`src/rtl/zeroriscy_sys_pkg.sv`:
```
// Shared definitions for the zeroriscy system-region slave: register word
// offsets, UART status bit positions, serializer states and a byte-merge helper.
package zeroriscy_sys_pkg;

   // Word offsets, i.e. ss_addr[7:2]
   localparam logic [5:0] REG_MTIME_LO    = 6'h00;
   localparam logic [5:0] REG_MTIME_HI    = 6'h01;
   localparam logic [5:0] REG_MTIMECMP_LO = 6'h02;
   localparam logic [5:0] REG_MTIMECMP_HI = 6'h03;
   localparam logic [5:0] REG_UART_DATA   = 6'h04;
   localparam logic [5:0] REG_UART_STATUS = 6'h05;
   localparam logic [5:0] REG_TOHOST      = 6'h06;

   localparam int STAT_FULL_BIT  = 0;
   localparam int STAT_EMPTY_BIT = 1;
   localparam int STAT_BUSY_BIT  = 2;

   typedef enum logic [1:0] {
      SER_IDLE,
      SER_START,
      SER_DATA,
      SER_STOP
   } ser_state_e;

   function automatic logic [31:0] be_merge(input logic [31:0] old_val,
                                            input logic [31:0] new_val,
                                            input logic [3:0]  be);
      logic [31:0] res;
      for (int i = 0; i < 4; i++) begin
         res[8*i +: 8] = be[i] ? new_val[8*i +: 8] : old_val[8*i +: 8];
      end
      return res;
   endfunction

endpackage

```
`src/rtl/zeroriscy_uart_tx.sv`:
```
// UART 8N1 transmitter: FIFO_DEPTH-entry byte FIFO feeding a serializer that
// holds each symbol for CLKS_PER_BIT cycles. Used only with ZERORISCY_SYS_UART_EN.
module zeroriscy_uart_tx
   import zeroriscy_sys_pkg::*;
#(
   parameter int FIFO_DEPTH   = 4,
   parameter int CLKS_PER_BIT = 16
) (
   input  logic       clk,
   input  logic       reset,
   input  logic       push_i,
   input  logic [7:0] data_i,
   output logic       full_o,
   output logic       empty_o,
   output logic       busy_o,
   output logic       tx_o
);
   localparam int AW    = $clog2(FIFO_DEPTH);
   localparam int CNT_W = $clog2(CLKS_PER_BIT);

   logic [7:0]       mem_q [FIFO_DEPTH];
   logic [AW-1:0]    wr_ptr_q, rd_ptr_q;
   logic [AW:0]      count_q;
   logic             push, pop;

   ser_state_e       state_q, state_d;
   logic [CNT_W-1:0] cnt_q, cnt_d;
   logic [2:0]       bit_q, bit_d;
   logic [7:0]       shreg_q, shreg_d;
   logic             baud_end;

   assign full_o   = (count_q == (AW+1)'(FIFO_DEPTH));
   assign empty_o  = (count_q == '0);
   assign push     = push_i & ~full_o;
   assign baud_end = (cnt_q == CNT_W'(CLKS_PER_BIT - 1));

   // NOTE: sequential state uses non-blocking assignments so every register samples pre-edge values.
   always_ff @(posedge clk) begin
      if (reset) begin
         wr_ptr_q <= '0;
         rd_ptr_q <= '0;
         count_q  <= '0;
      end else begin
         if (push) wr_ptr_q <= wr_ptr_q + AW'(1);
         if (pop)  rd_ptr_q <= rd_ptr_q + AW'(1);
         case ({push, pop})
            2'b10:   count_q <= count_q + (AW+1)'(1);
            2'b01:   count_q <= count_q - (AW+1)'(1);
            default: count_q <= count_q;
         endcase
      end
   end

   // NOTE: FIFO storage is deliberately not reset; pointers and count alone define which entries are valid.
   always_ff @(posedge clk) begin
      if (push) mem_q[wr_ptr_q] <= data_i;
   end

   always_ff @(posedge clk) begin
      if (reset) begin
         state_q <= SER_IDLE;
         cnt_q   <= '0;
         bit_q   <= '0;
         shreg_q <= '0;
      end else begin
         state_q <= state_d;
         cnt_q   <= cnt_d;
         bit_q   <= bit_d;
         shreg_q <= shreg_d;
      end
   end

   // NOTE: every signal assigned here gets a default first, so no latch can be inferred.
   always_comb begin
      state_d = state_q;
      cnt_d   = cnt_q;
      bit_d   = bit_q;
      shreg_d = shreg_q;
      pop     = 1'b0;
      case (state_q)
         SER_IDLE: begin
            if (!empty_o) begin
               pop     = 1'b1;
               shreg_d = mem_q[rd_ptr_q];
               cnt_d   = '0;
               state_d = SER_START;
            end
         end
         SER_START: begin
            cnt_d = baud_end ? '0 : cnt_q + CNT_W'(1);
            if (baud_end) begin
               bit_d   = '0;
               state_d = SER_DATA;
            end
         end
         SER_DATA: begin
            cnt_d = baud_end ? '0 : cnt_q + CNT_W'(1);
            if (baud_end) begin
               shreg_d = {1'b0, shreg_q[7:1]};
               bit_d   = bit_q + 3'd1;
               if (bit_q == 3'd7) state_d = SER_STOP;
            end
         end
         SER_STOP: begin
            cnt_d = baud_end ? '0 : cnt_q + CNT_W'(1);
            if (baud_end) state_d = SER_IDLE;
         end
         default: state_d = SER_IDLE;
      endcase
   end

   always_comb begin
      tx_o   = 1'b1;
      busy_o = (state_q != SER_IDLE);
      case (state_q)
         SER_START: tx_o = 1'b0;
         SER_DATA:  tx_o = shreg_q[0];
         default:   tx_o = 1'b1;
      endcase
   end

endmodule

```
`src/rtl/zeroriscy_sys_slave.sv`:
```
// System-region slave: 64-bit machine timer + compare IRQ, UART TX, tohost.
// The UART FIFO/serializer exists only when ZERORISCY_SYS_UART_EN is defined.
module zeroriscy_sys_slave
   import zeroriscy_sys_pkg::*;
#(
   parameter int FIFO_DEPTH   = 4,
   parameter int CLKS_PER_BIT = 16
) (
   input  logic        clk,
   input  logic        reset,
   input  logic        ss_req,
   input  logic        ss_we,
   input  logic [3:0]  ss_be,
   input  logic [31:0] ss_addr,
   input  logic [31:0] ss_wdata,
   output logic [31:0] ss_rdata,
   output logic        ss_gnt,
   output logic        ss_rvalid,
   output logic        ss_err,
   output logic        timer_irq,
   output logic        uart_tx,
   output logic        tohost_valid,
   output logic [31:0] tohost_data
);
   logic [5:0]  word;
   logic        wr, hit, tohost_wr, uart_push;
   logic        uart_full, uart_empty, uart_busy;
   logic [31:0] rd_val, status;
   logic [63:0] mtime_q, mtime_d, mtimecmp_q, mtimecmp_d;
   logic [31:0] rdata_q, tohost_q;
   logic        rvalid_q, err_q, irq_q, tohost_valid_q;
   logic        unused_addr;

   assign word        = ss_addr[7:2];
   assign unused_addr = ^{ss_addr[31:8], ss_addr[1:0]};

   // Only a UART_DATA write against a full FIFO (registered count) is held off
   assign ss_gnt    = ss_req & ~(ss_we & (word == REG_UART_DATA) & uart_full);
   assign wr        = ss_gnt & ss_we;
   assign tohost_wr = wr & (word == REG_TOHOST);
   assign uart_push = wr & (word == REG_UART_DATA) & ss_be[0];

   always_comb begin
      status                 = '0;
      status[STAT_FULL_BIT]  = uart_full;
      status[STAT_EMPTY_BIT] = uart_empty;
      status[STAT_BUSY_BIT]  = uart_busy;
   end

   always_comb begin
      hit    = 1'b1;
      rd_val = '0;
      case (word)
         REG_MTIME_LO:    rd_val = mtime_q[31:0];
         REG_MTIME_HI:    rd_val = mtime_q[63:32];
         REG_MTIMECMP_LO: rd_val = mtimecmp_q[31:0];
         REG_MTIMECMP_HI: rd_val = mtimecmp_q[63:32];
         REG_UART_DATA:   rd_val = '0;
         REG_UART_STATUS: rd_val = status;
         REG_TOHOST:      rd_val = tohost_q;
         default:         hit    = 1'b0;
      endcase
   end

   // A write to either mtime half freezes the counter for that cycle (no carry)
   always_comb begin
      mtime_d    = mtime_q + 64'd1;
      mtimecmp_d = mtimecmp_q;
      if (wr && word == REG_MTIME_LO)
         mtime_d = {mtime_q[63:32], be_merge(mtime_q[31:0], ss_wdata, ss_be)};
      else if (wr && word == REG_MTIME_HI)
         mtime_d = {be_merge(mtime_q[63:32], ss_wdata, ss_be), mtime_q[31:0]};
      if (wr && word == REG_MTIMECMP_LO)
         mtimecmp_d[31:0] = be_merge(mtimecmp_q[31:0], ss_wdata, ss_be);
      if (wr && word == REG_MTIMECMP_HI)
         mtimecmp_d[63:32] = be_merge(mtimecmp_q[63:32], ss_wdata, ss_be);
   end

   always_ff @(posedge clk) begin
      if (reset) begin
         mtime_q        <= '0;
         mtimecmp_q     <= '1;
         rdata_q        <= '0;
         rvalid_q       <= 1'b0;
         err_q          <= 1'b0;
         irq_q          <= 1'b0;
         tohost_q       <= '0;
         tohost_valid_q <= 1'b0;
      end else begin
         mtime_q        <= mtime_d;
         mtimecmp_q     <= mtimecmp_d;
         rvalid_q       <= ss_gnt;
         err_q          <= ss_gnt & ~hit;
         rdata_q        <= (ss_gnt && !ss_we && hit) ? rd_val : '0;
         irq_q          <= (mtime_q >= mtimecmp_q);
         tohost_valid_q <= tohost_wr;
         if (tohost_wr) tohost_q <= ss_wdata;
      end
   end

   assign ss_rdata     = rdata_q;
   assign ss_rvalid    = rvalid_q;
   assign ss_err       = err_q;
   assign timer_irq    = irq_q;
   assign tohost_valid = tohost_valid_q;
   assign tohost_data  = tohost_q;

`ifdef ZERORISCY_SYS_UART_EN
   zeroriscy_uart_tx #(
      .FIFO_DEPTH   (FIFO_DEPTH),
      .CLKS_PER_BIT (CLKS_PER_BIT)
   ) u_uart_tx (
      .clk     (clk),
      .reset   (reset),
      .push_i  (uart_push),
      .data_i  (ss_wdata[7:0]),
      .full_o  (uart_full),
      .empty_o (uart_empty),
      .busy_o  (uart_busy),
      .tx_o    (uart_tx)
   );
`else
   logic        unused_push;
   logic [31:0] unused_cfg;
   assign unused_push = uart_push;
   assign unused_cfg  = FIFO_DEPTH + CLKS_PER_BIT;
   assign uart_full   = 1'b0;
   assign uart_empty  = 1'b1;
   assign uart_busy   = 1'b0;
   assign uart_tx     = 1'b1;
`endif

endmodule

```
`config.mk`:
```
export PLATFORM = sky130hd
export DESIGN_NAME = zeroriscy_sys_slave
export DESIGN_NICKNAME = d
export VERILOG_FILES = /design/src/rtl/zeroriscy_sys_pkg.sv /design/src/rtl/zeroriscy_uart_tx.sv /design/src/rtl/zeroriscy_sys_slave.sv
export SDC_FILE = /design/constraint.sdc
export NUM_CORES = 1
export LEC_CHECK = 0
export ABC_AREA = 1
export CAP_MARGIN = 20
export CORE_ASPECT_RATIO = 1.2
export CORE_UTILIZATION = 40
export CTS_CLUSTER_DIAMETER = 80
export DETAILED_ROUTE_END_ITERATION = 8
export SYNTH_ARGS = -nofsm -noshare
export SYNTH_HDL_FRONTEND = slang
export SYNTH_HIERARCHICAL = 1
export SYNTH_SLANG_ARGS = --single-unit
```
`constraint.sdc`:
```
create_clock -name clk -period 1.8 [get_ports clk]
set_input_delay 0.27 -clock clk [delete_from_list [all_inputs] [get_ports clk]]
set_output_delay 0.27 -clock clk [all_outputs]
set_load 0.1 [all_outputs]
```
==> metrics.md, run 1 <==
| Metric | Value |
|---|---|
| GP Congestion | between 1 and 1.5 |
| CTS buffer count | 17 |
| Yosys cell types | 48 |
| Register area share after synthesis | roughly a third |
| Top_reg_cell synth | dfxtp_1 |
| Synth area leaders | dfxtp_1 33%, nand2_1 13%, ha_1 6.8% |
| Status | complete, no violations |
| Design Power | between 8000 and 9000 uW |
| Hold Buf Count CTS | 0 |
| Fmax | 556 MHz |
| Final HPWL DP | around 39,000 um |
| Hold path cells | 6 |
| Crit Path Category | flop to flop |
| Post-synth EDFFs | 0 |
| Max VDD drop | 0.000479 V |
| Post-synthesis instance area | approximately 12,000 um2 |
| Grt ovf | 0 |
| Worst-case clock buffer depth | 2 |
| Drt wl/cell | about 20 um |
| Fin crit share | approximately 100% |
| Hold WC Path Type | primary input to flop |
| Via count | ~14,000 |
| Slew Viols, Final | 0 |
| Pre-Repair DR Iteration Count | 6 |
| Initial antenna violation count | 0 |
| Post-Syn Instances | around 1,800 |
| Clock sinks | 196 |
| Crit end category | flop |
| Via density | between 5 and 6 |
| Setup_tns | 0 ns |
| Mean Syn Cell Area | around 6.7 um2 |
| Layout area overhead | 45.5% |
| Routed Antenna Nets | 0 |
| CP Launch Type | flop |
| RR Endpoint | timer_irq |
| WP data required | 2.17 ns |
| CTS tree | yes |
| Register-to-register setup slack | around 0.0024 ns |
| Height of the die | between 150 and 200 um |
| FF-to-FF Start | mtimecmp_q[43] |
| Slack of the critical path | ~0.0024 ns |
| Setup violations, final | 0 |
| RSZ-0062 raised after global routing | true |
| First-pass GRT wire length | between 70,000 and 80,000 um |
| Dpl cell area | about 16,000 um2 |
| Port bufs | 114 |
| Hold_ws | between 0.3 and 0.4 ns |
| Final #Nets | 2,271 |
| Core Region | between 20,000 and 30,000 um2 |
| Leak pwr | 0.00783 uW |
| # H-tree levels | 4 |
| Worst skew pair latency | 0.45 ns |
| Die area | around 30,000 um2 |
| Post-synth top area cell | dfxtp_1 |
| Asr flop ratio synth | 0% |
| Hold Startpoint | ss_addr[2] |
| DR DRC count | 0 |
| Synth Register Bits | 196 |
| Synth top area share | around 33% |
| WL final | between 40,000 and 50,000 um |
| CP arrival | 2.17 ns |
| Post-route minimum period | about 1.8 ns |
| PD cells | just over 500 nW/um2 |
| Row count | between 60 and 70 |
| Pin count of the biggest net entering global routing | 43 |
| Vias in the first global route | ~13,000 |
| GR Util All Layers | a little under a third |
| Initial Util | about two fifths |
| Die X | between 150 and 200 um |
| Max FO, Critical Path | 3 |
| Root Buffer Master | clkbuf_16 |
| Mapped Nets | about 1,900 |
| CTS clk-pin slew, worst paths | ~0.07 ns |
| ANT cells | 0 |
| Final Hold Fails | 0 |
| Fraction of layout cells with a size suffix above 1 | 29.8% |
| Final instance area | roughly 17,000 um2 |
| Synth Warn # | 6 |
| Place WS | -0.366 ns |
| Ports | roughly 140 |
| Hold Path End | ss_err |
| Max Cap Viol | 0 |
| Iter 0 DRT Violations | between 1,000 and 1,500 |
| R2R depth | 9 |
| Clk_skew | around 0.018 ns |
kinds of logic (layout without fill, tap and decap cells):
| group | count (synthesis) | in the layout | share of synthesized area, % |
|---|---|---|---|
| flip-flops | 196 | 196 | 33.0 |
| AND/OR/NAND/NOR | 778 | 778 | 27.8 |
| other | 1 | 1 | 0.0316 |
| AO/OA/AOI/OAI | 430 | 430 | 21.6 |
| XOR/XNOR | 10 | 10 | 0.737 |
| adder cells (fa/ha/maj) | 65 | 65 | 6.84 |
| buffers and inverters | 292 | 667 | 9.97 |
state kept, by name, indices dropped and copies added (netlist names):
signal and cells:
tohost_data 32, ss_rdata 32, ss_rvalid 1, tohost_valid 1, mtimecmp_q 64, ss_err 1
timer_irq 1, mtime_q 64
synthesized netlist by cell type, types with 2 or more instances:
master,instances
a21oi_1,137
buf_1,5
nor2_1,211
nand2_1,414
o211ai_1,68
dfxtp_1,196
nand3b_1,9
and2_1,2
a41oi_1,2
inv_2,10
a22oi_1,26
o22ai_1,36
nand4_1,18
a31oi_1,12
o21bai_1,4
clkinv_1,3
nor2_2,12
o21ai_0,110
buf_6,5
xor2_1,10
nand2_2,10
buf_4,11
clkbuf_1,34
a221oi_1,3
o221ai_1,2
a211oi_1,15
ha_1,65
o21ai_1,6
nand2_4,4
nor2_4,9
nand3_1,73
buf_2,8
inv_1,216
o21a_1,2
nor3_1,9
nand3_2,3
report_power, final:
group	total (uW)	leakage, uW	switching (uW)	internal [uW]
clock	3700	0.000257	1840	1860
sequential	4360	0.00161	32.1	4330
combinational	700	0.00596	419	281
worst max path at each step:
stage	startpoint	endpoint	slack, ns	cells past startpoint
final	mtimecmp_q[43]	timer_irq	0.002	9
after global routing	mtimecmp_q[43]	timer_irq	-0.06	9
after CTS	mtime_q[1]	timer_irq	-0.02	13
after detailed placement	mtime_q[16]	mtime_q[51]	-0.37	11
after global placement	mtime_q[16]	mtime_q[51]	-0.39	11
after floorplan	mtime_q[1]	mtime_q[38]	0.08	10
what timing repair did:
item | in CTS | in global routing
endpoints found under the setup margin | 45 | 51
pin swaps | 8 | 42
resized for setup | 54 | 205
buffers inserted | 0 | 12
per-layer routing:
layer	share of wire [%]	wire length, um	GRT usage, %
met5	0	0	0
met4	5.5	2720	17.2
met3	5.5	2730	4.02
met2	49	24100	56.1
met1	40	19900	38.0
placed cells by master, fill, tap and decap left out, types with 17 or more instances in the layout:
cell / netlist / routed
o211ai_1: 68 / 68
nor2_2: 12 / 52
nand2_1: 414 / 376
nand4_1: 18 / 18
clkbuf_16: 0 / 17
dfxtp_1: 196 / 149
buf_4: 11 / 302
o22ai_1: 36 / 36
a22oi_1: 26 / 26
clkdlybuf4s50_1: 0 / 44
nand2_2: 10 / 41
dfxtp_2: 0 / 27
dfxtp_4: 0 / 20
nor2_4: 9 / 29
a21oi_1: 137 / 130
nand3_1: 73 / 66
inv_2: 10 / 21
nor2_1: 211 / 151
o21ai_0: 110 / 102
ha_1: 65 / 47
inv_1: 216 / 202
buf_12: 0 / 56
ha_4: 0 / 18
critical path, stage by stage (launching register included):
cell and delay [ns]:
dfxtp_1 0.34, inv_2 0.06, ha_4 0.28, nand2_4 0.06
nor4_4 0.25, buf_4 0.18, nand3b_1 0.17, nor2_1 0.14
nand2_1 0.07, a21oi_2 0.17
area by class of cell:
cell class	count	area, um2
timing repair buffer	406	3870
tap	385	482
clock inverter	10	76.3
inverter	229	866
fill	2747	11700
clock buffer	22	464
multi-input combinational	1284	7490
sequential	196	4030
stage by stage:
| step | utilization (%) | cells |
|---|---|---|
| global route | 59.6 | 2532 |
| global placement | 54.6 | 2489 |
| floorplan | - | 1772 |
| CTS | 57.0 | 2521 |
| detailed placement | 54.6 | 2489 |
| finish | 59.6 | 2532 |
Note: power is estimated with default switching activity, not from simulation.
==> inputs of run 2 (changes only) <==
--- a/config.mk
+++ b/config.mk
@@ -8,6 +8,7 @@
 export ABC_AREA = 1
 export CAP_MARGIN = 20
 export CORE_ASPECT_RATIO = 1.2
+export CORE_MARGIN = 8
 export CORE_UTILIZATION = 40
 export CTS_CLUSTER_DIAMETER = 80
 export DETAILED_ROUTE_END_ITERATION = 8
==> metrics.md, run 2 (synthesis gave the netlist of run 1 again) <==
| Metric | Value |
|---|---|
| Port bufs | approximately 110 |
| RSZ-0062 raised after global routing | true |
| Core Region | just under 30,000 um2 |
| Slew Viols, Final | 0 |
| Pin count of the biggest net entering global routing | 49 |
| Vias in the first global route | approximately 14,000 |
| Critical Path Start | mtimecmp_q[47] |
| Most frequent cells in the layout | 378 x nand2_1, 314 x buf_4, 210 x inv_1 |
| Worst skew pair latency | around 0.46 ns |
| Die area | between 30,000 and 40,000 um2 |
| DP Cell Count | 2,508 |
| First-pass GRT wire length | a little under 80,000 um |
| CP arrival | between 2 and 2.5 ns |
| Ports | ~140 |
| Via density | 5.38 |
| CTS clk-pin slew, worst paths | about 0.08 ns |
| Worst Tran Pin Value | slightly below 0.6 ns |
| CTS buffer count | 17 |
| Max Cap Viol | 0 |
| Setup violations, final | 1 |
| Drt wl/cell | approximately 20 um |
| Hold_ws | ~0.34 ns |
| Crit Path Category | flop to flop |
| Initial antenna violation count | 0 |
| Crit end category | flop |
| Max VDD drop | 0.000506 V |
| # H-tree levels | 4 |
| Hold Startpoint | ss_addr[2] |
| Hold Buf Count CTS | 0 |
| Finished Layout Cells | 2,556 |
| Fmax | roughly 550 MHz |
| Multi-input logic area | approximately 7300 um2 |
| Routed Antenna Nets | 0 |
| Post-route minimum period | between 1.5 and 2 ns |
| Final #Nets | between 2,000 and 2,500 |
| Clock sinks | between 150 and 200 |
| Grt ovf | 0 |
| Worst-case clock buffer depth | 2 |
| Most common cell after layout, fill and taps aside | nand2_1 |
| ANT cells | 0 |
| Root Buffer Master | clkbuf_16 |
| Hold WC Path Type | primary input to flop |
| PD cells | around 540 nW/um2 |
| Die X | 173 um |
| Clk_skew | approximately 0.015 ns |
| Seq. cell area | a little over 4000 um2 |
| Filler instances | about 2,800 |
| Via count | ~14,000 |
| Register-to-register setup slack | -0.003 ns |
| Max FO, Critical Path | 2 |
| Leak pwr | 0.00798 uW |
| Final Hold Fails | 0 |
| Status | finished, violations left |
| CTS tree | yes |
| Initial Util | 40.4% |
| WL final | about 51,000 um |
| CP Launch Type | flop |
| FF-to-FF Start | mtimecmp_q[47] |
| Iter 0 DRT Violations | 947 |
| Final HPWL DP | between 40,000 and 50,000 um |
| GR Util All Layers | around 28% |
| Pre-Repair DR Iteration Count | 5 |
| Layout area overhead | 46.0% |
| WP data required | about 2.1 ns |
| GP Congestion | just under 1 |
| Fin crit share | 100% |
| Largest regs | mtime_q (64), mtimecmp_q (64) |
| Violated checks | setup timing |
| DR DRC count | 0 |
| Row count | 69 |
| Design Power | roughly 9300 uW |
| Fraction of layout cells with a size suffix above 1 | just under 30% |
| Slack of the critical path | -0.00317 ns |
| Slew margin rel. | between 60% and 70% |
| Height of the die | 205 um |
## run 2: changes by cell type in the layout (fill, tap and decap cells not counted), sizes merged
cell / before / now
inv: 227 / 230
buf: 361 / 379
clkinv: 9 / 5
clkbuf: 22 / 19
dlymetal6s2s: 1 / 2
bufinv: 0 / 4
clkdlybuf4s50: 44 / 43
clkinvlp: 3 / 4
## run 2: metrics by stage
stage          setup TNS, ns  utilization, %  setup slack (ns)  area [um2]
2_1_floorplan              0               -            0.0783       11900
3_3_place_gp          -54.04            54.0            -0.544       15900
3_5_place_dp          -60.27            54.0            -0.586       15900
4_1_cts              -0.0640            56.8           -0.0288       16700
5_1_grt               -0.865            58.9           -0.0792       17400
6_report            -0.00317            58.9          -0.00317       17400
## run 2: timing repair
action / in CTS / in global routing
endpoints found under the setup margin: 50 / 94
gates resized for setup: 63 / 185
pin swaps: 8 / 35
cloned: 1 / 0
buffers inserted: 1 / 14
## run 2: path summary, 6_finish.rpt
kind,cells after the start,end
hold reg to reg,2,mtimecmp_q[0]
hold / removal,6,ss_err
setup / recovery,9,timer_irq
setup reg to reg,9,timer_irq
## run 2: worst max-delay path, stage by stage, from the launching register on
cell and delay, ns:
dfxtp_1 0.34, inv_1 0.06, ha_1 0.30, a21oi_1 0.16
o21ai_0 0.10, a21oi_1 0.16, buf_4 0.17, nand2_1 0.13
a21oi_1 0.19, a21oi_2 0.07
## run 2: report_power, final
group	switching (uW)	total (uW)	internal (uW)
clock network	1910	4270	2360
registers	29.2	4370	4340
logic	417	703	286
total	2350	9340	6980
## run 2: area by class of cell
| type | count | area share [%] |
|---|---|---|
| Timing Repair Buffer | 424 | 23.1 |
| Inverter | 229 | 5.01 |
| Sequential cell | 196 | 23.2 |
| Timing Repair inverter | 1 | 0.0433 |
| Clock buffer | 19 | 2.50 |
| Tap cell | 390 | 2.81 |
| Multi-Input combinational cell | 1284 | 42.2 |
| Clock inverter | 13 | 1.12 |
## run 2: routing by layer
layer	wire, um	vias to the layer above	track usage [%]	part of all wire [%]
met5	0	-	0	0
met4	3120	0	17.9	6.1
met3	2560	139	3.06	5.0
met2	25000	507	49.5	49
met1	20700	6431	33.2	40
li1	-	6683	-	-
